<file path="src/rtl/load_store_unit.sv">
// RV32 load/store unit: one request at a time, aligned word bus transactions,
// lane select and sign/zero extension on loads, bus timeout and alignment faults.
module load_store_unit #(
  parameter int TIMEOUT_CYCLES = 255
) (
  input  logic        clk,
  input  logic        rst,
  input  logic        req_valid,
  output logic        req_ready,
  input  logic        req_is_store,
  input  logic [2:0]  req_funct3,
  input  logic [31:0] req_addr,
  input  logic [31:0] req_wdata,
  input  logic [4:0]  req_rd,
  output logic        mem_req,
  output logic        mem_we,
  output logic [31:0] mem_addr,
  output logic [3:0]  mem_be,
  output logic [31:0] mem_wdata,
  input  logic        mem_ack,
  input  logic [31:0] mem_rdata,
  output logic        wb_valid,
  output logic [4:0]  wb_rd,
  output logic [31:0] wb_data,
  output logic        fault,
  output logic        fault_timeout
);

  localparam int CNT_W = (TIMEOUT_CYCLES < 2) ? 1 : $clog2(TIMEOUT_CYCLES);
  localparam logic [CNT_W-1:0] CNT_LAST = CNT_W'(TIMEOUT_CYCLES - 1);

  typedef enum logic [1:0] {IDLE, BUS, WB, ERR} state_t;

  state_t      state_q, state_d;
  logic [CNT_W-1:0] cnt_q, cnt_d;
  logic [1:0]  off_q, off_d;
  logic [2:0]  funct3_q, funct3_d;
  logic        is_store_q, is_store_d;
  logic [4:0]  rd_q, rd_d;
  logic [31:0] mem_addr_q, mem_addr_d;
  logic [3:0]  mem_be_q, mem_be_d;
  logic [31:0] mem_wdata_q, mem_wdata_d;
  logic [4:0]  wb_rd_q, wb_rd_d;
  logic [31:0] wb_data_q, wb_data_d;
  logic        ft_q, ft_d;

  function automatic logic is_legal(input logic st, input logic [2:0] f3);
    if (st) return (f3 == 3'b000) || (f3 == 3'b001) || (f3 == 3'b010);
    return (f3 == 3'b000) || (f3 == 3'b001) || (f3 == 3'b010) ||
           (f3 == 3'b100) || (f3 == 3'b101);
  endfunction

  // Width is encoded in funct3[1:0] for both loads and stores.
  function automatic logic is_misaligned(input logic [2:0] f3, input logic [1:0] off);
    case (f3[1:0])
      2'b01:   return off[0];
      2'b10:   return off != 2'b00;
      default: return 1'b0;
    endcase
  endfunction

  function automatic logic [3:0] store_be(input logic [2:0] f3, input logic [1:0] off);
    case (f3[1:0])
      2'b00:   return 4'b0001 << off;
      2'b01:   return 4'b0011 << off;
      default: return 4'b1111;
    endcase
  endfunction

  function automatic logic [31:0] store_lanes(input logic [2:0] f3, input logic [31:0] wd);
    case (f3[1:0])
      2'b00:   return {4{wd[7:0]}};
      2'b01:   return {2{wd[15:0]}};
      default: return wd;
    endcase
  endfunction

  function automatic logic [31:0] load_extract(input logic [2:0] f3, input logic [1:0] off,
                                               input logic [31:0] rdata);
    logic [31:0]        lane;
    logic signed [7:0]  b_s;
    logic signed [15:0] h_s;
    logic signed [31:0] ext;
    lane = rdata >> {off, 3'b000};
    b_s  = lane[7:0];
    h_s  = lane[15:0];
    case (f3)
      3'b000:  begin ext = b_s; return ext; end
      3'b001:  begin ext = h_s; return ext; end
      3'b100:  return {24'h0, lane[7:0]};
      3'b101:  return {16'h0, lane[15:0]};
      default: return rdata;
    endcase
  endfunction

  always_comb begin
    state_d     = state_q;
    cnt_d       = cnt_q;
    off_d       = off_q;
    funct3_d    = funct3_q;
    is_store_d  = is_store_q;
    rd_d        = rd_q;
    mem_addr_d  = mem_addr_q;
    mem_be_d    = mem_be_q;
    mem_wdata_d = mem_wdata_q;
    wb_rd_d     = wb_rd_q;
    wb_data_d   = wb_data_q;
    ft_d        = ft_q;
    case (state_q)
      IDLE: begin
        if (req_valid) begin
          off_d      = req_addr[1:0];
          funct3_d   = req_funct3;
          is_store_d = req_is_store;
          rd_d       = req_rd;
          if (!is_legal(req_is_store, req_funct3) ||
              is_misaligned(req_funct3, req_addr[1:0])) begin
            state_d = ERR;
            ft_d    = 1'b0;
          end else begin
            state_d    = BUS;
            cnt_d      = '0;
            mem_addr_d = {req_addr[31:2], 2'b00};
            if (req_is_store) begin
              mem_be_d    = store_be(req_funct3, req_addr[1:0]);
              mem_wdata_d = store_lanes(req_funct3, req_wdata);
            end else begin
              mem_be_d = 4'b1111;
            end
          end
        end
      end
      BUS: begin
        // An ack in the final counted cycle still completes the access.
        if (mem_ack) begin
          cnt_d = '0;
          if (is_store_q) begin
            state_d = IDLE;
          end else begin
            state_d   = WB;
            wb_rd_d   = rd_q;
            wb_data_d = load_extract(funct3_q, off_q, mem_rdata);
          end
        end else if (cnt_q == CNT_LAST) begin
          cnt_d   = '0;
          state_d = ERR;
          ft_d    = 1'b1;
        end else begin
          cnt_d = cnt_q + CNT_W'(1);
        end
      end
      WB:      state_d = IDLE;
      ERR:     state_d = IDLE;
      default: state_d = IDLE;
    endcase
  end

  always_ff @(posedge clk) begin
    if (rst) begin
      state_q     <= IDLE;
      cnt_q       <= '0;
      off_q       <= '0;
      funct3_q    <= '0;
      is_store_q  <= 1'b0;
      rd_q        <= '0;
      mem_addr_q  <= '0;
      mem_be_q    <= '0;
      mem_wdata_q <= '0;
      wb_rd_q     <= '0;
      wb_data_q   <= '0;
      ft_q        <= 1'b0;
    end else begin
      state_q     <= state_d;
      cnt_q       <= cnt_d;
      off_q       <= off_d;
      funct3_q    <= funct3_d;
      is_store_q  <= is_store_d;
      rd_q        <= rd_d;
      mem_addr_q  <= mem_addr_d;
      mem_be_q    <= mem_be_d;
      mem_wdata_q <= mem_wdata_d;
      wb_rd_q     <= wb_rd_d;
      wb_data_q   <= wb_data_d;
      ft_q        <= ft_d;
    end
  end

  assign req_ready     = (state_q == IDLE);
  assign mem_req       = (state_q == BUS);
  assign mem_we        = mem_req & is_store_q;
  assign mem_addr      = mem_addr_q;
  assign mem_be        = mem_be_q;
  assign mem_wdata     = mem_wdata_q;
  assign wb_valid      = (state_q == WB);
  assign wb_rd         = wb_rd_q;
  assign wb_data       = wb_data_q;
  assign fault         = (state_q == ERR);
  assign fault_timeout = ft_q;

endmodule

</file>
<file path="config.mk">
export PLATFORM = sky130hd
export DESIGN_NAME = load_store_unit
export DESIGN_NICKNAME = d
export VERILOG_FILES = /design/src/rtl/load_store_unit.sv
export SDC_FILE = /design/constraint.sdc
export NUM_CORES = 1
export LEC_CHECK = 0
export CORE_MARGIN = 3
export CORE_UTILIZATION = 49
export CTS_CLUSTER_DIAMETER = 60
export DETAILED_ROUTE_END_ITERATION = 10
export HOLD_SLACK_MARGIN = 0.12
export PLACE_DENSITY = 0.87
export SLEW_MARGIN = 10
export SYNTH_ARGS = -nofsm -noshare
export SYNTH_HDL_FRONTEND = slang
export SYNTH_SLANG_ARGS = --single-unit
</file>
<file path="constraint.sdc">
create_clock -name clk -period 4.2 [get_ports clk]
set_input_delay 0.84 -clock clk [delete_from_list [all_inputs] [get_ports clk]]
set_output_delay 0.84 -clock clk [all_outputs]
set_load 0.01 [all_outputs]
</file>
==> impl_metrics.py <==
metrics = {
    "cells_and_area": {
        "drive_gt1_share_pct": 6.91,
        "fillers": 807,
        "syn_to_final_growth_pct": 45.6,
        "n_antenna_cell": 0,
        "nNetsFinal": 984,
        "utilization_pct": 74.8,
    },
    "routing": {
        "dr.pass1.iters": 6,
        "wl_mm": 21.0,
        "routed-via-count": 6578,
        "wl_per_cell_um": 20.5,
        "ant_nets": 0,
        "drc": 0,
        "viasPerCell": 6.41,
        "drt_iter0_drc": 924,
    },
    "placement": {
        "gp_congestion": 0.946,
        "dp_hpwl_mm": 14.2,
        "portBuffers": 217,
    },
    "die": {
        "dieArea_um2": 13600,
        "boundaryPins": 220,
        "initial_core_util_pct": 51.4,
        "die_y_um": 117,
        "coreArea_um2": 11700,
        "placement_rows": 39,
        "die_x_um": 117,
    },
    "global_routing": {
        "grt_pass1_vias": 6141,
        "track_usage_pct": 30.0,
        "antenna_found_initial": 0,
        "grt-ovfl-total": 0,
        "grt_start_max_net_pins": 58,
        "grt_pass1_wl_mm": 32.1,
    },
    "sta": {
        "tns_ns": 0,
        "slew_viol_final": 0,
        "final-setup-viol-count": 0,
        "rsz0062_at_grt": "no",
        "fmax_mhz": 315,
        "hold_violations": 0,
        "fin_crit_ns": 3.17,
        "fin_skew_ns": 0.00793,
        "slew_headroom_pct": 31.8,
        "worst_pin_slew_ns": 1.02,
        "fin_crit_sh_pct": 75.5,
    },
    "clock_network": {
        "worstSkewPairLatency_ns": 0.42,
        "cts.sinks": 125,
        "cts_resized": 0,
        "htreeDepth": 4,
        "ctsLongestPathBuffers": 2,
        "cts_buffers": 17,
        "cts_hold_repair.buffers": 0,
        "ctsRootBufferMaster": "clkbuf_16",
        "clkTransAtPathRegs_ns": 0.06,
        "cts_tree": "built",
        "post_cts_buffers": 0,
    },
    "synth": {
        "syn-instance-count": 701,
        "yosysWarnings": 0,
        "async_reset_ff_share_pct": 0,
        "ys_seq_area_share_pct": 41.6,
        "synthesis.area_um2": 6010,
        "synth_ff_type": "dfxtp_1",
        "avgSynthCellArea_um2": 8.58,
        "yosys_register_bits": 125,
        "netlist-cell-type-count": 54,
        "synth_edf_count": 0,
    },
    "power_and_ir_drop": {
        "ir_drop_v": 0.000267,
        "powerDensity_nw_per_um2": 390,
        "p_leak_nw": 3.07,
    },
    "critical_path": {
        "path_buf_inv": 2,
        "cp.required_ns": 4.50,
        "start_kind": "primary input",
        "critical_path.max_fanout": 39,
        "critPathMaxStageDelay_ns": 0.57,
        "worst_setup_path_end_kind": "flip-flop",
        "critPathTopFamily": "buffers and inverters",
        "crit_arrival_ns": 3.47,
        "crit_chain": "clkdlybuf4s50_1 -> ha_1 -> o21bai_1 -> a21oi_4 -> buf_4 -> nand3_1 -> mux2i_1",
        "worst_path_max_delay_cell": "ha_1",
        "crit_type": "in2reg",
    },
    "outcome": {
        "outcome": "completed",
    },
    "hold_path": {
        "min_path_type": "reg2reg",
    },
    "flow_run": {
        "drv_cap": 0,
    },
}
cell usage after synthesis, types with 2 or more instances:
cell type | n | share of area (%)
nor3_1 | 7 | 0.58
nand3_1 | 4 | 0.33
nor2b_1 | 3 | 0.31
a21oi_1 | 106 | 8.8
nand3b_1 | 7 | 0.87
a41oi_1 | 2 | 0.29
o31ai_1 | 39 | 4.9
nand2_1 | 56 | 3.5
nor3b_1 | 5 | 0.62
nand4_1 | 40 | 4.2
nand2b_1 | 10 | 1.0
mux2_2 | 2 | 0.37
clkbuf_1 | 58 | 3.6
buf_4 | 8 | 1.0
o211a_1 | 6 | 1.0
a22oi_1 | 8 | 1.0
o221ai_1 | 8 | 1.2
a31oi_1 | 28 | 2.9
o21bai_1 | 2 | 0.25
a2bb2oi_1 | 7 | 1.0
a2111oi_0 | 2 | 0.29
dfxtp_1 | 125 | 42
and2_1 | 6 | 0.62
mux2i_1 | 24 | 4.0
a211oi_1 | 10 | 1.2
nor2_1 | 14 | 0.87
ha_1 | 5 | 1.0
o21ai_1 | 2 | 0.17
o21a_1 | 5 | 0.62
inv_1 | 8 | 0.50
nor4_1 | 2 | 0.21
o31a_1 | 6 | 0.87
a311oi_1 | 22 | 3.2
buf_2 | 16 | 1.3
o21ai_0 | 29 | 2.4
flip-flops by register name, indices dropped and copies added, names as in the netlist, 2 cells and up:
| register | flops |
|---|---|
| cnt_q | 8 |
| state_q | 2 |
| wb_data | 32 |
| rd_q | 5 |
| mem_addr | 30 |
| wb_rd | 5 |
| mem_be | 4 |
| funct3_q | 3 |
| off_q | 2 |
| mem_wdata | 32 |
final timing paths:
check,from,endpoint,slack [ns],cells after the start
setup reg to reg,off_q[1],wb_data[20],1.81,3
hold / removal,rd_q[0],wb_rd[0],0.45,2
hold reg to reg,rd_q[0],wb_rd[0],0.45,2
setup / recovery,req_funct3[0],mem_wdata[18],1.03,7
cells by family (layout without fill, tap and decap cells):
group,count (synthesis),in the layout,share of synthesized area [%]
AO/OA/AOI/OAI,292,292,32.0
other,1,2,0.0623
AND/OR/NAND/NOR,159,159,13.9
flip-flops,125,125,41.6
buffers and inverters,92,273,6.70
adder cells (fa/ha/maj),5,5,1.04
multiplexers,27,27,4.74
placed cells by master, fill, tap and decap left out, drive strengths merged, types with 21 or more instances in the layout:
cell type	instances
a311oi	22
o21ai	31
nand4	40
nand2	56
a31oi	28
o31ai	39
clkdlybuf4s50	216
a21oi	106
clkbuf	21
mux2i	24
dfxtp	125
routing by layer:
metal	global-route usage [%]	share of wire [%]	vias to the layer above
met5	0	0	-
met4	16.1	4.4	0
met3	7.15	8.3	75
met2	48.1	48	414
met1	37.5	39	3084
li1	-	-	3005
worst reg2reg max path, delay by kind of cell (launching register included):
kind	cells	cell delay, ns
AOI/OAI and AO/OA	2	0.84
DFF	1	0.92
muxes	1	0.47
per-stage QoR:
step                      power [mW]  worst slack [ns]  instance area [µm²]  std cells  hold slack, ns
final                           3.42              1.03                 8760       1026           0.455
after CTS                       3.41              1.11                 8760       1026           0.456
after global routing            3.54             0.904                 8760       1026           0.471
after floorplan                 1.65              1.39                 6020        702           0.432
after detailed placement        1.96             0.699                 8160        994           0.448
after global placement          1.94             0.825                 8160        994           0.437
power breakdown:
group	internal (mW)	leakage, nW	total (mW)	switching, mW
combinational	0.300	1.77	0.655	0.355
sequential	1.25	1.02	1.30	0.0515
clock	0.929	0.287	1.46	0.535
total	2.48	3.07	3.42	0.941
layout make-up:
cell class / instances / area (µm²) / area share [%]
clock buffer: 21 / 480 / 5.49
clock inverter: 11 / 115 / 1.31
tap: 143 / 179 / 2.04
multi-input combinational: 485 / 3150 / 35.9
timing repair buffer: 233 / 2300 / 26.3
inverter: 8 / 30.0 / 0.343
sequential: 125 / 2500 / 28.6
(Power assumes the default switching activity.)
